### config.mk
export PLATFORM = sky130hd
export DESIGN_NAME = fp_add_normalizer
export DESIGN_NICKNAME = d
export VERILOG_FILES = /design/src/rtl/fp_add_normalizer.sv
export SDC_FILE = /design/constraint.sdc
export NUM_CORES = 1
export LEC_CHECK = 0
export ABC_AREA = 1
export CORE_ASPECT_RATIO = 0.8
export CORE_MARGIN = 2
export CORE_UTILIZATION = 60
export DETAILED_ROUTE_END_ITERATION = 6
export GPL_TIMING_DRIVEN = 0
export PLACE_DENSITY = 0.87
export SLEW_MARGIN = 40
export SYNTH_ARGS = -nofsm -noshare
export SYNTH_HDL_FRONTEND = slang
export SYNTH_SLANG_ARGS = --single-unit
export TNS_END_PERCENT = 10
### constraint.sdc
create_clock -name clk -period 6.12 [get_ports clk]
set_input_delay 0.918 -clock clk [delete_from_list [all_inputs] [get_ports clk]]
set_output_delay 0.918 -clock clk [all_outputs]
set_load 0.01 [all_outputs]
### src/rtl/fp_add_normalizer.sv
// ---------------------------------------------------------------------------
// fp_add_normalizer
//
// The FP32 adder stage that sits after the operand preparer. It adds the two
// aligned, sign-prepared 50-bit mantissas and normalizes the sum one bit per
// cycle. It then rounds to nearest-even and packs the IEEE-754
// single-precision result. Both sides use a valid/ready handshake, and only
// one operation is in flight at a time.
//
// Ports:
//   clk        in   1   single clock, all state changes on the rising edge
//   rst        in   1   synchronous active-high reset
//   in_valid   in   1   preparer outputs are valid
//   in_ready   out  1   block can accept a new operation (IDLE only)
//   NaN_res    in   1   result is NaN (has priority over inf_res)
//   inf_res    in   1   result is infinity
//   res_sig    in   1   result sign
//   exp_max    in   8   larger biased exponent of the operands
//   mant_op_1  in  50   aligned, sign-prepared mantissa 1
//   mant_op_2  in  50   aligned, sign-prepared mantissa 2
//                       (bit 49 sign guard, bit 48 carry headroom,
//                        bit 47 hidden bit, bits 23:0 guard/sticky)
//   out_valid  out  1   result is valid (DONE only)
//   out_ready  in   1   consumer accepts the result
//   result     out 32   packed FP32 result
//   ovf        out  1   finite inputs overflowed to infinity
//   inexact    out  1   rounding discarded nonzero bits
// ---------------------------------------------------------------------------
module fp_add_normalizer (
  input  logic        clk,
  input  logic        rst,
  input  logic        in_valid,
  output logic        in_ready,
  input  logic        NaN_res,
  input  logic        inf_res,
  input  logic        res_sig,
  input  logic [7:0]  exp_max,
  input  logic [49:0] mant_op_1,
  input  logic [49:0] mant_op_2,
  output logic        out_valid,
  input  logic        out_ready,
  output logic [31:0] result,
  output logic        ovf,
  output logic        inexact
);

  typedef enum logic [1:0] {
    IDLE  = 2'd0,
    NORM  = 2'd1,
    ROUND = 2'd2,
    DONE  = 2'd3
  } state_t;

  localparam logic [31:0] QNAN_WORD = 32'h7FC0_0000;

  state_t      state;
  logic [49:0] acc;
  logic [9:0]  e;
  logic        sticky;
  logic        sign;

  // Operand capture values
  logic [49:0] mant_sum;
  logic [9:0]  e_start;

  // Normalization decode
  logic        acc_zero;
  logic        acc_carry;
  logic        acc_normal;

  // Rounding datapath
  logic        rnd_lsb;
  logic        rnd_guard;
  logic        rnd_sticky;
  logic        rnd_inc;
  logic [24:0] m_sum;
  logic [23:0] m_norm;
  logic [9:0]  e_rnd;
  logic [7:0]  exp_field;
  logic        rnd_ovf;

  // Handshake flags come straight from the state register, so there is no
  // combinational path from in_valid or out_ready.
  assign in_ready  = (state == IDLE);
  assign out_valid = (state == DONE);

  // A zero exponent (denormal operands) uses the same scale as exponent 1.
  // The sum wraps modulo 2^50, which yields the magnitude directly.
  always_comb begin
    mant_sum = mant_op_1 + mant_op_2;
    e_start  = (exp_max == 8'd0) ? 10'd1 : {2'b00, exp_max};
  end

  always_comb begin
    acc_zero   = (acc == 50'd0);
    acc_carry  = acc[48];
    acc_normal = acc[47] || (e == 10'd1);
  end

  // Round to nearest-even on the normalized accumulator. A mantissa carry
  // out of the round increment renormalizes by one position. An exponent
  // field of zero is used only when the hidden bit is still clear (a
  // denormal). acc[48] is always clear here, so m_sum cannot overflow its
  // 25 bits.
  always_comb begin
    rnd_lsb    = acc[24];
    rnd_guard  = acc[23];
    rnd_sticky = (|acc[22:0]) | sticky;
    rnd_inc    = rnd_guard & (rnd_sticky | rnd_lsb);
    m_sum      = acc[48:24] + {24'd0, rnd_inc};
    if (m_sum[24]) begin
      m_norm = m_sum[24:1];
      e_rnd  = e + 10'd1;
    end else begin
      m_norm = m_sum[23:0];
      e_rnd  = e;
    end
    exp_field = m_norm[23] ? e_rnd[7:0] : 8'd0;
    rnd_ovf   = (e_rnd >= 10'd255);
  end

  // Main controller. Reset aborts any operation in flight, and the
  // registered outputs change only when a new result is written.
  always_ff @(posedge clk) begin
    if (rst) begin
      state   <= IDLE;
      acc     <= 50'd0;
      e       <= 10'd0;
      sticky  <= 1'b0;
      sign    <= 1'b0;
      result  <= 32'd0;
      ovf     <= 1'b0;
      inexact <= 1'b0;
    end else begin
      case (state)
        IDLE: begin
          if (in_valid) begin
            acc    <= mant_sum;
            e      <= e_start;
            sticky <= 1'b0;
            sign   <= res_sig;
            if (NaN_res) begin
              result  <= QNAN_WORD;
              ovf     <= 1'b0;
              inexact <= 1'b0;
              state   <= DONE;
            end else if (inf_res) begin
              result  <= {res_sig, 8'hFF, 23'd0};
              ovf     <= 1'b0;
              inexact <= 1'b0;
              state   <= DONE;
            end else begin
              state <= NORM;
            end
          end
        end

        NORM: begin
          if (acc_zero) begin
            result  <= 32'd0;
            ovf     <= 1'b0;
            inexact <= 1'b0;
            state   <= DONE;
          end else if (acc_carry) begin
            acc    <= acc >> 1;
            sticky <= sticky | acc[0];
            e      <= e + 10'd1;
            state  <= ROUND;
          end else if (acc_normal) begin
            state <= ROUND;
          end else begin
            acc <= acc << 1;
            e   <= e - 10'd1;
          end
        end

        ROUND: begin
          if (rnd_ovf) begin
            result <= {sign, 8'hFF, 23'd0};
            ovf    <= 1'b1;
          end else begin
            result <= {sign, exp_field, m_norm[22:0]};
            ovf    <= 1'b0;
          end
          inexact <= rnd_guard | rnd_sticky;
          state   <= DONE;
        end

        DONE: begin
          if (out_ready) begin
            state <= IDLE;
          end
        end

        default: state <= IDLE;
      endcase
    end
  end

endmodule

==> results.toml, run 1 <==
[run_status]
status = "finished, final reports clean"

[finish]
n_fill_cell = 1437
syn2layout_area_growth_pct = 20.6
multi_input_area_sq_um = 7120
regArea_sq_um = 1960
final_area_sq_um = 12100
layout.nets = 2058
final_cells = 2109
antenna_cells_inserted = 0
drive_gt1_share_pct = 3.60

[synth]
synth_top_family_by_area = "simple AND/OR/NAND/NOR gates"
syn_nets = 1898
netlist_area_sq_um = 10000
synthCells = 1725
synthArstFlopShare_pct = 0
synth-main-ff-cell = "dfxtp_1"
synthSimpleGateAreaFrac_pct = 37.3
ys_warn_count = 0
synth-edff-count = 0
synthMuxAreaShare_pct = 0
synth-compound-area-share_pct = 22.4
synthXorXnorAreaFrac_pct = 4.02
yosys.area_share.adder_pct = 7.32
avgSynthCellArea_sq_um = 5.81
yosysSeqAreaShare_pct = 19.6
synth_cell_types = 45
synth-seq-cells = 98

[clocking]
clockRootBuffer = "clkbuf_16"
hold_buffers = 0
clk_path_buf_depth = 2
cts_made_buffers = 9
htree_levels = 3
cts_setup_buffers = 0
cts_tree = "yes"
numClockSinks = 98
post_cts_resize_count = 0
path_clk_slew_ns = 0.06
clkLatencyLatePin_ns = 0.36

[global_route]
grt_pass1_vias = 11536
antenna_found_initial = 0
grt_max_degree = 16
grt_pass1_wl_mm = 57.4
grtUsageTotal_pct = 40.4
grt_overflow = 0

[detailed_routing]
drc_errors = 0
vias = 12664
initialDrtViolationCount = 1658
viasPerCell = 6.00
wirelength_mm = 36.7
post_drt_wl_per_cell_microns = 17.4
first_pass_iters = 6
final_antenna_net_count = 0

[placed_design]
gp_routability_congestion = 1.01
dp.cells = 2094
dp_hpwl_mm = 29.9
placed_cell_area_sq_um = 11800
port-buffer-count = 149

[timing]
rsz0062_at_grt = "no"
fin_setup_tns_ns = 0
setup_viol = 0
hold_violations = 0
worstMarginPinSlew_ns = 0.869
slew_headroom_pct = 42.1
finClkSkew_ns = 0.0127
holdWs_ns = 0.463
period_minus_slack_ns = 3.33
slew_viol_final = 0
min_period_over_period_pct = 54.4
fmax_mhz = 301

[die]
rows = 42
num_io_pins = 151
die_y_microns = 120
dieArea_sq_um = 17800
die_width_microns = 148
fp.coreArea_sq_um = 16400
start_util_pct = 60.9

[critical_path]
cp.required_ns = 6.40
reg2reg_from = "acc[23]"
crit_start = "mant_op_1[35]"
critical_path_class = "input port to register"
path_max_fanout = 5
startpoint_type = "input port"
crit_path_end_kind = "register"
cp.arrival_ns = 3.61

[flow_run]
maxCapViolCount = 0

[worst_hold_path]
worst_hold_startpoint = "result[10]"
min_path_type = "register to register"

[pwr]
power.total_w = 0.00408
leakagePower_nw = 5.17
p_per_area_nw_per_um2 = 338
ir_worst_vdd_mv = 0.248
registers in the layout (all words and copies together), names as in the netlist:
| name | count |
|---|---|
| acc | 50 |
| e | 10 |
| inexact | 1 |
| ovf | 1 |
| result | 32 |
| sign | 1 |
| state | 2 |
| sticky | 1 |
synth_stat cells, drive strengths merged, types with 3 or more instances:
cell	n	area [sq um]
a21oi	189	983
clkbuf	41	154
a21o	3	22.5
nand3	122	623
nand2	467	1810
xor2	43	377
o32ai	32	280
dfxtp	98	1960
o21bai	9	67.6
nand3b	4	30.0
nor3	23	115
o211ai	5	37.5
nor2	247	965
o21ai	119	596
a22oi	4	30.0
a211oi	4	30.0
ha	57	713
nand4	26	163
inv	181	679
a31oi	5	31.3
o21a	9	67.6
xnor2	3	26.3
buf	17	104
o31ai	3	36.3
placed cells by master, fill, tap and decap left out, types with 10 or more instances in the layout:
cell,synthesis,final
nand4_1,26,26
nor3_1,23,23
a21oi_1,179,179
nand3_1,121,121
a21oi_2,10,10
clkbuf_1,41,41
o32ai_1,32,32
nor2_1,238,238
inv_1,179,179
o21ai_0,119,119
clkdlybuf4s50_1,0,149
dfxtp_1,98,98
buf_2,11,11
ha_1,57,57
nand2_1,455,455
xor2_1,43,43
where the power goes:
group	switching [W]	internal (W)	leakage [nW]
Sequential	0.000210	0.000842	0.806
Clock	0.000255	0.000325	0.140
Combinational	0.00163	0.000823	4.22
routing by layer:
layer | vias up | wire length [microns] | global-route usage, % | share of wire (%)
met5 | - | 0 | 0 | 0
met4 | 0 | 777 | 10.1 | 2.1
met3 | 87 | 5280 | 12.9 | 14
met2 | 819 | 15000 | 59.5 | 41
met1 | 5701 | 15600 | 57.0 | 43
li1 | 6057 | - | - | -
per-stage QoR:
step                util, %  worst slack, ns
CTS                    73.5             2.95
global route           73.5             2.70
floorplan                 -             3.56
finish                 73.5             2.79
global placement       71.7             2.60
detailed placement     71.7             2.61
layout make-up:
type	instances	share of cell area [%]
plain buffers	58	2.13
flip-flops and latches	98	16.2
clock inverters	5	0.456
clock buffers	10	1.98
repair buffers	149	12.3
inverters	181	5.62
well taps	220	2.28
multi-input cells	1388	58.9
worst paths after layout:
| check | depth (start not counted) | end | slack (ns) |
|---|---|---|---|
| min reg2reg | 2 | result[10] | 0.46 |
| max | 12 | acc[43] | 2.79 |
| max reg2reg | 17 | result[17] | 3.05 |
| min | 2 | result[10] | 0.46 |
logic make-up (layout without fill, tap and decap cells):
logic type | Yosys count | in the layout
buffers and inverters | 239 | 403
AND/OR/NAND/NOR | 894 | 894
XOR/XNOR | 46 | 46
adder cells (fa/ha/maj) | 58 | 58
flip-flops | 98 | 98
AO/OA/AOI/OAI | 390 | 390
critical path: stages:
cell             delay [ns]
clkdlybuf4s50_1        0.43
ha_1                   0.50
nand2_1                0.15
nor2_1                 0.14
inv_1                  0.10
nor2_1                 0.38
nand2_1                0.14
nor3_1                 0.16
nand2_1                0.22
nand4_1                0.16
nand3_1                0.14
a21oi_1                0.17
Power figures use the tool's default switching activity.
==> run 2: changes to the inputs <==
--- a/config.mk
+++ b/config.mk
@@ -8,10 +8,10 @@
 export ABC_AREA = 1
 export CORE_ASPECT_RATIO = 0.8
 export CORE_MARGIN = 2
-export CORE_UTILIZATION = 60
+export CORE_UTILIZATION = 56
 export DETAILED_ROUTE_END_ITERATION = 6
 export GPL_TIMING_DRIVEN = 0
-export PLACE_DENSITY = 0.87
+export PLACE_DENSITY = 0.82
 export SLEW_MARGIN = 40
 export SYNTH_ARGS = -nofsm -noshare
 export SYNTH_HDL_FRONTEND = slang
==> constraint.sdc (replaced) <==
create_clock -name clk -period 3.1 [get_ports clk]
set_input_delay 0.465 -clock clk [delete_from_list [all_inputs] [get_ports clk]]
set_output_delay 0.465 -clock clk [all_outputs]
set_load 0.01 [all_outputs]
==> results.toml, run 2 (synthesized netlist as in run 1, its figures left out) <==
[timing]
slew_viol_final = 0
min_period_over_period_pct = 95.6
hold_violations = 0
worstMarginPinSlew_ns = 0.923
period_minus_slack_ns = 2.96
slew_headroom_pct = 37.8
rsz0062_at_grt = "no"
fin_setup_tns_ns = 0
finClkSkew_ns = 0.0165
fmax_mhz = 337
setup_viol = 0

[clocking]
numClockSinks = 98
cts_tree = "yes"
htree_levels = 3
clockRootBuffer = "clkbuf_16"
path_clk_slew_ns = 0.07
clk_path_buf_depth = 2
cts_made_buffers = 9
clkLatencyLatePin_ns = 0.36

[finish]
syn2layout_area_growth_pct = 21.1
largestRegisters = "acc: 50 flops, result: 32 flops, e: 10 flops"
antenna_cells_inserted = 0
largest_reg_flops = 50
final_area_sq_um = 12100
layout_common_cells = "nand2_1, nor2_1, inv_1, a21oi_1, clkdlybuf4s50_1"
fin_util_pct = 69.6
layout_commonest_cell = "nand2_1"
top_register = "acc"
drive_gt1_share_pct = 3.81
layout.nets = 2060
final_cells = 2117

[detailed_routing]
drc_errors = 0
wl_met1_mm = 16.1
routed.top_layer = "met4"
wirelength_mm = 36.8
wl_met3_mm = 5.23
viasPerCell = 5.95
wl_met2_mm = 14.8
initialDrtViolationCount = 1773
final_antenna_net_count = 0
vias = 12602
post_drt_wl_per_cell_microns = 17.4
first_pass_iters = 6

[critical_path]
reg2reg_setup_slack_ns = 0.22
r2r_cells = 17
max_stage_delay_ns = 0.74
critical_path_class = "input port to register"
startpoint_type = "input port"
reg2reg_from = "acc[24]"
crit_path_end_kind = "register"
slowest_stage = "o21ai_0"
cp.required_ns = 3.39
r2r-end = "result[19]"
path_max_fanout = 6
cp.arrival_ns = 3.25
path_cells = "clkdlybuf4s50_1 > ha_1 > nand2_1 > o21ai_0 > nor2_1 > o21ai_0 > nand2_1 > nand4_1 > nand3_1 > a21oi_1"

[pwr]
power.total_w = 0.00815
p_per_area_nw_per_um2 = 672
leakagePower_nw = 5.20
ir_worst_vdd_mv = 0.454

[placed_design]
port-buffer-count = 149
dp_hpwl_mm = 30.1
dp.cells = 2099
placed_cell_area_sq_um = 11800
gp_routability_congestion = 1.01

[global_route]
grt_pass1_vias = 11162
grt_overflow = 0
grtUsageTotal_pct = 37.9
grt_max_degree = 20
antenna_found_initial = 0
grt_pass1_wl_mm = 57.3

[run_status]
status = "finished, final reports clean"

[worst_hold_path]
whs_endpoint = "result[11]"
min_path_cells = 2
worst_hold_startpoint = "result[11]"
min_path_type = "register to register"

[die]
num_io_pins = 151
die_width_microns = 154
die_y_microns = 124
rows = 43
dieArea_sq_um = 19000
start_util_pct = 57.5
fp.coreArea_sq_um = 17400

[flow_run]
maxCapViolCount = 0
## run 2: per-layer routing
layer	GRT usage (%)	up-vias
li1	-	6072
met1	55.3	5703
met2	56.7	756
met3	9.78	71
met4	7.17	0
met5	0	-
## run 2: area by class of cell
cell class / instances / area [sq um]
tap: 225 / 282
fill: 1691 / 5300
buffer: 58 / 258
clock inverter: 7 / 95.1
inverter: 181 / 679
clock buffer: 9 / 225
multi-input combinational: 1388 / 7120
timing repair buffer: 151 / 1510
sequential: 98 / 1960
## run 2: through the flow
stage	hold WS [ns]	worst slack [ns]
detailed placement	0.456	-0.00384
floorplan	0.439	0.841
finish	0.466	0.135
global route	0.485	0.0153
global placement	0.450	-0.0187
CTS	0.468	0.241
## run 2: power breakdown
| group | internal [W] | total [W] | switching (W) |
|---|---|---|---|
| logic | 0.00162 | 0.00485 | 0.00323 |
| registers | 0.00166 | 0.00207 | 0.000406 |
| clock network | 0.000651 | 0.00123 | 0.000575 |
| total | 0.00394 | 0.00815 | 0.00421 |
## run 2: worst max path at each step
stage,to,from,cells past startpoint
4_1_cts,result[19],acc[23],17
2_1_floorplan,result[18],acc[23],17
6_report,acc[46],mant_op_1[5],10
3_3_place_gp,acc[46],mant_op_1[5],10
3_5_place_dp,acc[46],mant_op_1[5],10
5_1_grt,result[20],acc[24],17
## run 2: worst max-delay path: cells and delay by family
family / cells / cell delay (ns)
adders and majority gates: 1 / 0.41
buffers and inverters: 1 / 0.41
AOI/OAI and AO/OA: 3 / 1.16
and+or+nand+nor: 5 / 0.79
## run 2: timing repair
action | in CTS | in global routing
buffers inserted | 0 | 2
hold buffers | 0 | 0
setup endpoints to repair | 0 | 27
endpoints found under the hold margin | 0 | 0
resized for setup | 0 | 1
==> run 3: changes to the inputs <==
--- a/config.mk
+++ b/config.mk
@@ -12,6 +12,7 @@
 export DETAILED_ROUTE_END_ITERATION = 6
 export GPL_TIMING_DRIVEN = 0
 export PLACE_DENSITY = 0.82
+export SETUP_SLACK_MARGIN = 0.02
 export SLEW_MARGIN = 40
 export SYNTH_ARGS = -nofsm -noshare
 export SYNTH_HDL_FRONTEND = slang
==> results of run 3 <==
The final DEF is identical to that of run 2; final timing and power are the same.
